$ cat config.mk
export PLATFORM = sky130hd
export DESIGN_NAME = m_unit_iterative
export DESIGN_NICKNAME = d
export VERILOG_FILES = /design/src/rtl/m_unit_iterative.sv
export SDC_FILE = /design/constraint.sdc
export NUM_CORES = 2
export LEC_CHECK = 0
export CAP_MARGIN = 0
export CORE_UTILIZATION = 61
export DETAILED_ROUTE_END_ITERATION = 10
export PLACE_DENSITY_LB_ADDON = 0.15
export REMOVE_ABC_BUFFERS = 1
export SLEW_MARGIN = 20
export SYNTH_ARGS = -nofsm -noshare
export SYNTH_HDL_FRONTEND = slang
export SYNTH_SLANG_ARGS = --single-unit
$ cat constraint.sdc
create_clock -name clk -period 10.88 [get_ports clk]
set_input_delay 2.176 -clock clk [delete_from_list [all_inputs] [get_ports clk]]
set_output_delay 2.176 -clock clk [all_outputs]
set_load 0.1 [all_outputs]
$ cat src/rtl/m_unit_iterative.sv
// m_unit_iterative: RV32M multiply/divide unit for the execute stage.
// Multiplies take MUL_STAGES cycles. Divides and remainders resolve UNROLL
// quotient bits per cycle, using a restoring divider on absolute values.
// A final FIX cycle applies the sign correction.
// Optional feature: define MDU_EARLY_OUT_EN to enable single-cycle early-out
// paths (small dividend, zero multiplicand). Results are the same either way.
module m_unit_iterative #(
  parameter int XLEN       = 32,
  parameter int MUL_STAGES = 2,
  parameter int UNROLL     = 1
) (
  input  logic            clk,
  input  logic            rst_n,
  input  logic            start,
  input  logic [2:0]      func3,
  input  logic [XLEN-1:0] op1,
  input  logic [XLEN-1:0] op2,
  input  logic [4:0]      dest_in,
  input  logic            flush,
  output logic            busy,
  output logic            ready,
  output logic [XLEN-1:0] result,
  output logic [4:0]      dest,
  output logic            wr
);
  localparam int ITERS = XLEN / UNROLL;
  localparam int MCW   = $clog2(MUL_STAGES + 1);
  localparam int DCW   = $clog2(ITERS + 1);
  localparam logic [MCW-1:0] MUL_LAST = MCW'(MUL_STAGES - 1);
  localparam logic [DCW-1:0] DIV_LAST = DCW'(ITERS - 1);

  typedef enum logic [2:0] {S_IDLE, S_MUL, S_DIV, S_FIX, S_DONE} state_t;

  state_t          state_q, state_nx;
  logic [XLEN-1:0] a_q, b_q, quo_q, rem_q;
  logic [1:0]      fn_q;
  logic            neg_q_q, neg_r_q;
  logic [MCW-1:0]  mcnt_q;
  logic [DCW-1:0]  dcnt_q;

  // ---- launch decode, evaluated on the live inputs while idle ----
  logic            accept, div_sgn, op1_neg, op2_neg;
  logic            div_zero, div_ovf, div_early, div_spec, mul_fast;
  logic [XLEN-1:0] abs1, abs2, spec_res;

  assign accept   = start & ~flush & (state_q == S_IDLE);
  assign div_sgn  = ~func3[0];
  assign op1_neg  = div_sgn & op1[XLEN-1];
  assign op2_neg  = div_sgn & op2[XLEN-1];
  assign abs1     = op1_neg ? -op1 : op1;
  assign abs2     = op2_neg ? -op2 : op2;
  assign div_zero = ~|op2;
  assign div_ovf  = div_sgn & (op1 == {1'b1, {(XLEN-1){1'b0}}}) & (&op2);
`ifdef MDU_EARLY_OUT_EN
  assign div_early = ~div_zero & (abs1 < abs2);
  assign mul_fast  = (MUL_STAGES == 1) | ~|op1 | ~|op2;
`else
  assign div_early = 1'b0;
  assign mul_fast  = (MUL_STAGES == 1);
`endif
  assign div_spec = div_zero | div_ovf | div_early;
  // Quotient / remainder of the special cases. The early-out case has a quotient
  // of 0 and a remainder of op1, which already carries the dividend's sign.
  assign spec_res = func3[1] ? ((div_zero | div_early) ? op1 : '0)
                             : (div_zero ? '1 : (div_ovf ? op1 : '0));

  // ---- multiplier: live inputs while idle (single-cycle path), captured operands otherwise ----
  logic [XLEN-1:0]   m_a, m_b, mul_res;
  logic [1:0]        m_fn;
  logic              m_a_sx, m_b_sx;
  logic [2*XLEN-1:0] prod;

  assign m_a     = (state_q == S_IDLE) ? op1 : a_q;
  assign m_b     = (state_q == S_IDLE) ? op2 : b_q;
  assign m_fn    = (state_q == S_IDLE) ? func3[1:0] : fn_q;
  assign m_a_sx  = (m_fn != 2'b11) & m_a[XLEN-1];   // signed unless MULHU
  assign m_b_sx  = ~m_fn[1] & m_b[XLEN-1];          // signed for MUL/MULH
  assign prod    = {{XLEN{m_a_sx}}, m_a} * {{XLEN{m_b_sx}}, m_b};
  assign mul_res = (m_fn == 2'b00) ? prod[XLEN-1:0] : prod[2*XLEN-1:XLEN];

  // ---- restoring divide step: UNROLL quotient bits per cycle ----
  logic [XLEN-1:0] q_nx, r_nx;
  logic [XLEN:0]   r_sh;
  // Shift one dividend bit into the partial remainder per inner step; subtract if it fits.
  always_comb begin
    q_nx = quo_q;
    r_nx = rem_q;
    r_sh = '0;
    for (int i = 0; i < UNROLL; i++) begin
      r_sh = {r_nx, q_nx[XLEN-1]};
      q_nx = {q_nx[XLEN-2:0], 1'b0};
      if (r_sh >= {1'b0, b_q}) begin
        r_sh    = r_sh - {1'b0, b_q};
        q_nx[0] = 1'b1;
      end
      r_nx = r_sh[XLEN-1:0];
    end
  end

  logic [XLEN-1:0] q_fix, r_fix, fix_res;
  assign q_fix   = neg_q_q ? -quo_q : quo_q;
  assign r_fix   = neg_r_q ? -rem_q : rem_q;
  assign fix_res = fn_q[1] ? r_fix : q_fix;

  // State register.
  always_ff @(posedge clk or negedge rst_n) begin
    if (!rst_n) state_q <= S_IDLE;
    else        state_q <= state_nx;
  end

  // Next-state logic. Flush overrides everything, and a DONE cycle goes to IDLE anyway.
  always_comb begin
    state_nx = state_q;
    case (state_q)
      S_IDLE: if (accept) begin
        if (func3[2]) state_nx = div_spec ? S_DONE : S_DIV;
        else          state_nx = mul_fast ? S_DONE : S_MUL;
      end
      S_MUL:  if (mcnt_q == MUL_LAST) state_nx = S_DONE;
      S_DIV:  if (dcnt_q == DIV_LAST) state_nx = S_FIX;
      S_FIX:  state_nx = S_DONE;
      S_DONE: state_nx = S_IDLE;
      default: state_nx = S_IDLE;
    endcase
    if (flush) state_nx = S_IDLE;
  end

  // Datapath: capture operands at launch, iterate, fix up signs, and load the result when entering DONE.
  always_ff @(posedge clk or negedge rst_n) begin
    if (!rst_n) begin
      result  <= '0;
      dest    <= '0;
      a_q     <= '0;
      b_q     <= '0;
      quo_q   <= '0;
      rem_q   <= '0;
      fn_q    <= '0;
      neg_q_q <= 1'b0;
      neg_r_q <= 1'b0;
      mcnt_q  <= '0;
      dcnt_q  <= '0;
    end else begin
      if (state_nx == S_DONE)
        result <= (state_q == S_FIX) ? fix_res
                : ((state_q == S_IDLE) && func3[2]) ? spec_res : mul_res;
      case (state_q)
        S_IDLE: if (accept) begin
          dest    <= dest_in;
          fn_q    <= func3[1:0];
          a_q     <= op1;
          b_q     <= func3[2] ? abs2 : op2;
          quo_q   <= abs1;
          rem_q   <= '0;
          neg_q_q <= op1_neg ^ op2_neg;
          neg_r_q <= op1_neg;
          mcnt_q  <= MCW'(1);
          dcnt_q  <= '0;
        end
        S_MUL: mcnt_q <= mcnt_q + MCW'(1);
        S_DIV: begin
          quo_q  <= q_nx;
          rem_q  <= r_nx;
          dcnt_q <= dcnt_q + DCW'(1);
        end
        S_FIX: begin
          quo_q <= q_fix;
          rem_q <= r_fix;
        end
        default: ;
      endcase
    end
  end

  assign busy  = (state_q == S_MUL) | (state_q == S_DIV) | (state_q == S_FIX);
  assign ready = (state_q == S_DONE);
  assign wr    = ready & (|dest);

endmodule

* Word level (Yosys, flattened, before mapping)
Index checks and enable logic that the tools add are counted.
** Cells by class
- Bitwise operators :: 16
- Multiplexer cells :: 33
- Multiply operators :: 1
- Reduce and logical (&&, ||, !) cells :: 14
- $lt $le $gt $ge :: 1
- $add $sub $neg :: 7
- Equality and inequality tests :: 10
** Operators by type and width (number)
- two-way mux 32 bit :: 18
- one-hot mux 32 bit (3 select lines) :: 2
- negator 32 bit :: 4
- multiplier 33 x 33 -> 64 bit :: 1
- greater-or-equal comparator 33 x 32 -> 1 bit :: 1
- equality test 32 bit, second input constant :: 1
- AND reduction 32 bit :: 1
- OR reduction 32 bit :: 1
- subtractor 32 bit :: 1
- two-way mux 3 bit :: 6
- one-hot mux 3 bit (4 select lines) :: 1
- one-hot mux 6 bit (2 select lines) :: 1
- bitwise AND 1 bit :: 9
- AND reduction 2 bit :: 4
- adder 6 x 1 -> 6 bit, second input constant :: 1
- equality test 3 x 2 -> 1 bit, second input constant :: 2
- equality test 3 bit, second input constant :: 2
- equality test 6 x 5 -> 1 bit, second input constant :: 1
- two-way mux 6 bit :: 1
- OR reduction 5 bit :: 1
- two-way mux 2 bit :: 2
- inequality test 2 bit, second input constant :: 2
- one-hot mux 2 bit (2 select lines) :: 1
- nonzero test 2 bit :: 2
- other kinds (12) :: 16
** Storage, ports and cells
- Logic and storage cells :: 94
- Input port bits :: 76
- Register bits after elaboration :: 180
- Output and inout bits :: 40

* Depth between registers and ports, before layout
- Depth after elaboration :: 10
- Gate-level depth with buffers :: 37
- Depth with buffers taken out :: 31

* Worst setup path after synthesis
No wires, ideal clock.
- Kind :: input to register
- Start point :: in func3[0]
- End point :: reg result[24]
- Data arrival time :: 10.038 ns
- Stages :: 29
- Buffers on the path :: 3
- Setup time :: 0.132 ns
- Slack :: 0.710 ns
- Data required time :: 10.748 ns
- Path through :: and3_1 > a31oi_1 > and2_1 > clkbuf_1 > clkbuf_1 > nand2_1 > fa_1 > fa_1 > inv_1 > fa_1 > inv_1 > fa_1 > inv_1 > fa_1 > fa_1 > fa_1 > inv_1 > fa_1 > inv_1 > ha_1 > clkbuf_1 > nor2b_1 > o21ai_0 > nand2b_1 > or3_1 > a21oi_1 > nor4_1 > o311ai_0 > a21oi_1
** On the way
- Longest elaborated chain between the ends :: 10
- Elaborated cells between the ends (all ways) :: 21
- Classes of those cells :: 1 x mul; 2 x eq/ne; 12 x mux; 5 x bitwise; 1 x reduce/logical
** Ends and longest elaborated chain
- start: declaration :: line 15 : input logic [2:0] func3,
- branches (longest 10 deep; another with multiplier 33 x 33 -> 64 bit)
- end signal: assignment :: line 144 : result <= (state_q == S_FIX) ? fix_res
- end: declaration :: line 22 : output logic [XLEN-1:0] result,
Parallel ways; which one is timed is not known.
A chain may end at the register's enable or synchronous reset.

* Worst setup path in the final report
Same ends and word-level chain as after synthesis.

==> summary.txt <==
Synth-to-Final Area Change: 11.1%
period utilization: 97.5%
Post-Syn Area: 51700 um2
I/O Buffers: 115
vias in the first global route: 47000
DP HPWL: 158 mm
Worst Path Max Fanout: 12
core area: 83800 um2
crit path capture type: register
layout cells sized above 1: 7.85%
Filler cells: 7040
Num CTS Buffers: 17
Gate Count Post-Synth: 6162
Tmin final: 10.61 ns
fin. max-slew vios: 0
multi-input logic area: 41900 um2
vias per inst: 6.07
Chip Width: 293 um
Max Clk Rate: 94.2 MHz
Avg Cell Area, Syn: 8.40 um2
number of I/O pins: 116
Worst Tran Pin Value: 1.14 ns
Initial Utilization: 61.7%
Worst Skew: 0.0158 ns
Synth top area share: 43.6%
sequential cell area fraction in the yosys report: 8.70%
WL/cell: 25.8 um
EDFF count, synth: 0
most frequent cells in the layout: inv_1, nand2_1, fa_1
Max Cap Viol: 0
final design utilization: 68.6%
Starting DRT DRC Count: 4551
clock tree buffer depth: 2
routability cong.: 1.07
first-pass GRT wire length: 290 mm
antenna-violating nets left: 0
Synth area leader: fa_1
met2 wire length: 85.3 mm
Final nets: 7796
slowest CP cell: fa_1
CP Launch Type: primary input
FF/Latch Area: 4510 um2
Data arrival, critical path: 11.01 ns
synth top area cells: fa_1, dfrtp_1, inv_1
htree depth: 4
Die H: 293 um
largest net degree at the start of global routing: 105
DRC: 0
top layer in use: met5
Worst-path clk slew: 0.08 ns
wl on met1: 68.3 mm
commonest non-fill, non-tap cell in the layout: inv_1
initial antenna violation count: 9
die area: 86000 um2
Async SR Flop Fraction: 100%
crit-path max cell delay: 0.56 ns
drt first pass iters: 8
Root Driver: clkbuf_16
Synth Warn #: 0
Worst slew margin: 24.3%
Crit Path Category: primary input to register
CTS tree: yes
Final Hold Fails: 0
library cells used by synthesis: 78
cts hold-fix bufs: 0
worst endpoint required time: 11.28 ns
cell row count: 106
RSZ-0062 raised after global routing: false
total number of vias: 45500
Hold Path Class: register to register
DRT Wirelength: 194 mm
status: complete, no violations
remaining global-route overflow: 0
Tot GR Track Use: 46.2%
Clock Latency Late Sink: 0.48 ns
Yosys reg bits: 180
Synth Flop Type: dfrtp_1
CTS sink cnt: 180
most common cell type on the critical path: fa_1
met3 wire len: 23.2 mm
Final setup viols: 0
-- path summary, 6_finish.rpt --
path | start | endpoint | cells after the start | slack (ns)
hold reg to reg | b_q[22] | b_q[22] | 2 | 0.48
setup reg to reg | state_q[0] | result[24] | 32 | 0.90
min in group asynchronous | rst_n | state_q[2] | 1 | 1.71
setup / recovery | func3[0] | result[24] | 31 | 0.27
hold / removal | b_q[22] | b_q[22] | 2 | 0.48
max in group asynchronous | rst_n | rem_q[15] | 3 | 7.07
-- synth_stat cells (37+ instances only) --
master / instances
o21ai_0: 258
nand2_1: 1142
xnor2_1: 120
dfrtp_1: 180
fa_1: 1126
a21oi_1: 207
inv_1: 1156
o31ai_1: 40
nand3_1: 42
nor2_1: 553
mux2i_1: 69
ha_1: 251
a31oi_1: 43
xor2_1: 89
clkbuf_1: 305
nor3_1: 54
a21o_1: 37
-- routing by layer --
| layer | GRT usage (%) | up-vias |
|---|---|---|
| met2 | 69.7 | 2765 |
| met4 | 32.3 | 18 |
| li1 | - | 19300 |
| met3 | 13.4 | 765 |
| met5 | 0 | - |
| met1 | 57.4 | 22700 |
-- sequential cells by signal, indices dropped and copies added, names as in the netlist --
register  cells
a_q          32
neg_q_q       1
dest          5
dcnt_q        6
neg_r_q       1
state_q       3
mcnt_q        2
fn_q          2
b_q          32
rem_q        32
quo_q        32
result       32
-- logic make-up after synthesis --
logic type | Yosys count | synth area share (%)
and+or+nand+nor | 1975 | 15.6
buffers and inverters | 1493 | 10.9
adders and majority gates | 1377 | 49.6
AOI/OAI and AO/OA | 854 | 10.2
xor gates and xnor gates | 209 | 3.54
DFF | 180 | 8.70
muxes | 74 | 1.44
-- area by class of cell --
type / instances / share of cell area (%)
Inverter: 1158 / 7.56
Antenna cell: 4 / 0.0174
Clock inverter: 15 / 0.239
Sequential cell: 180 / 7.84
Multi-Input combinational cell: 4489 / 72.8
Clock buffer: 17 / 0.740
Tap cell: 1134 / 2.47
Timing Repair Buffer: 497 / 8.34
-- critical path: cells and delay by family --
| kind | cells | cell delay [ns] |
|---|---|---|
| buffers and inverters | 8 | 1.40 |
| AO/OA/AOI/OAI | 11 | 2.32 |
| adder cells (fa/ha/maj) | 9 | 4.36 |
| AND/OR/NAND/NOR | 3 | 0.71 |
-- stage by stage --
step           setup TNS [ns]  setup WS [ns]  hold slack [ns]  std cells  instance area, um2
3_5_place_dp           -0.495         -0.151            0.470       7458               56900
2_1_floorplan         -173.87          -6.03            0.450       5827               50500
4_1_cts                     0          0.325            0.487       7490               57500
3_3_place_gp           -0.164        -0.0857            0.462       7458               56900
6_report                    0          0.269            0.482       7494               57500
5_1_grt                     0         0.0167            0.516       7490               57500
-- repair_timing --
action                                  4_1_cts  5_1_grt
buffers inserted                              0        0
resized for setup                             0        3
endpoints found under the setup margin        0        5
Power is not shown: default switching activity piles up to over one toggle a cycle in this logic, so the estimate is an artifact.
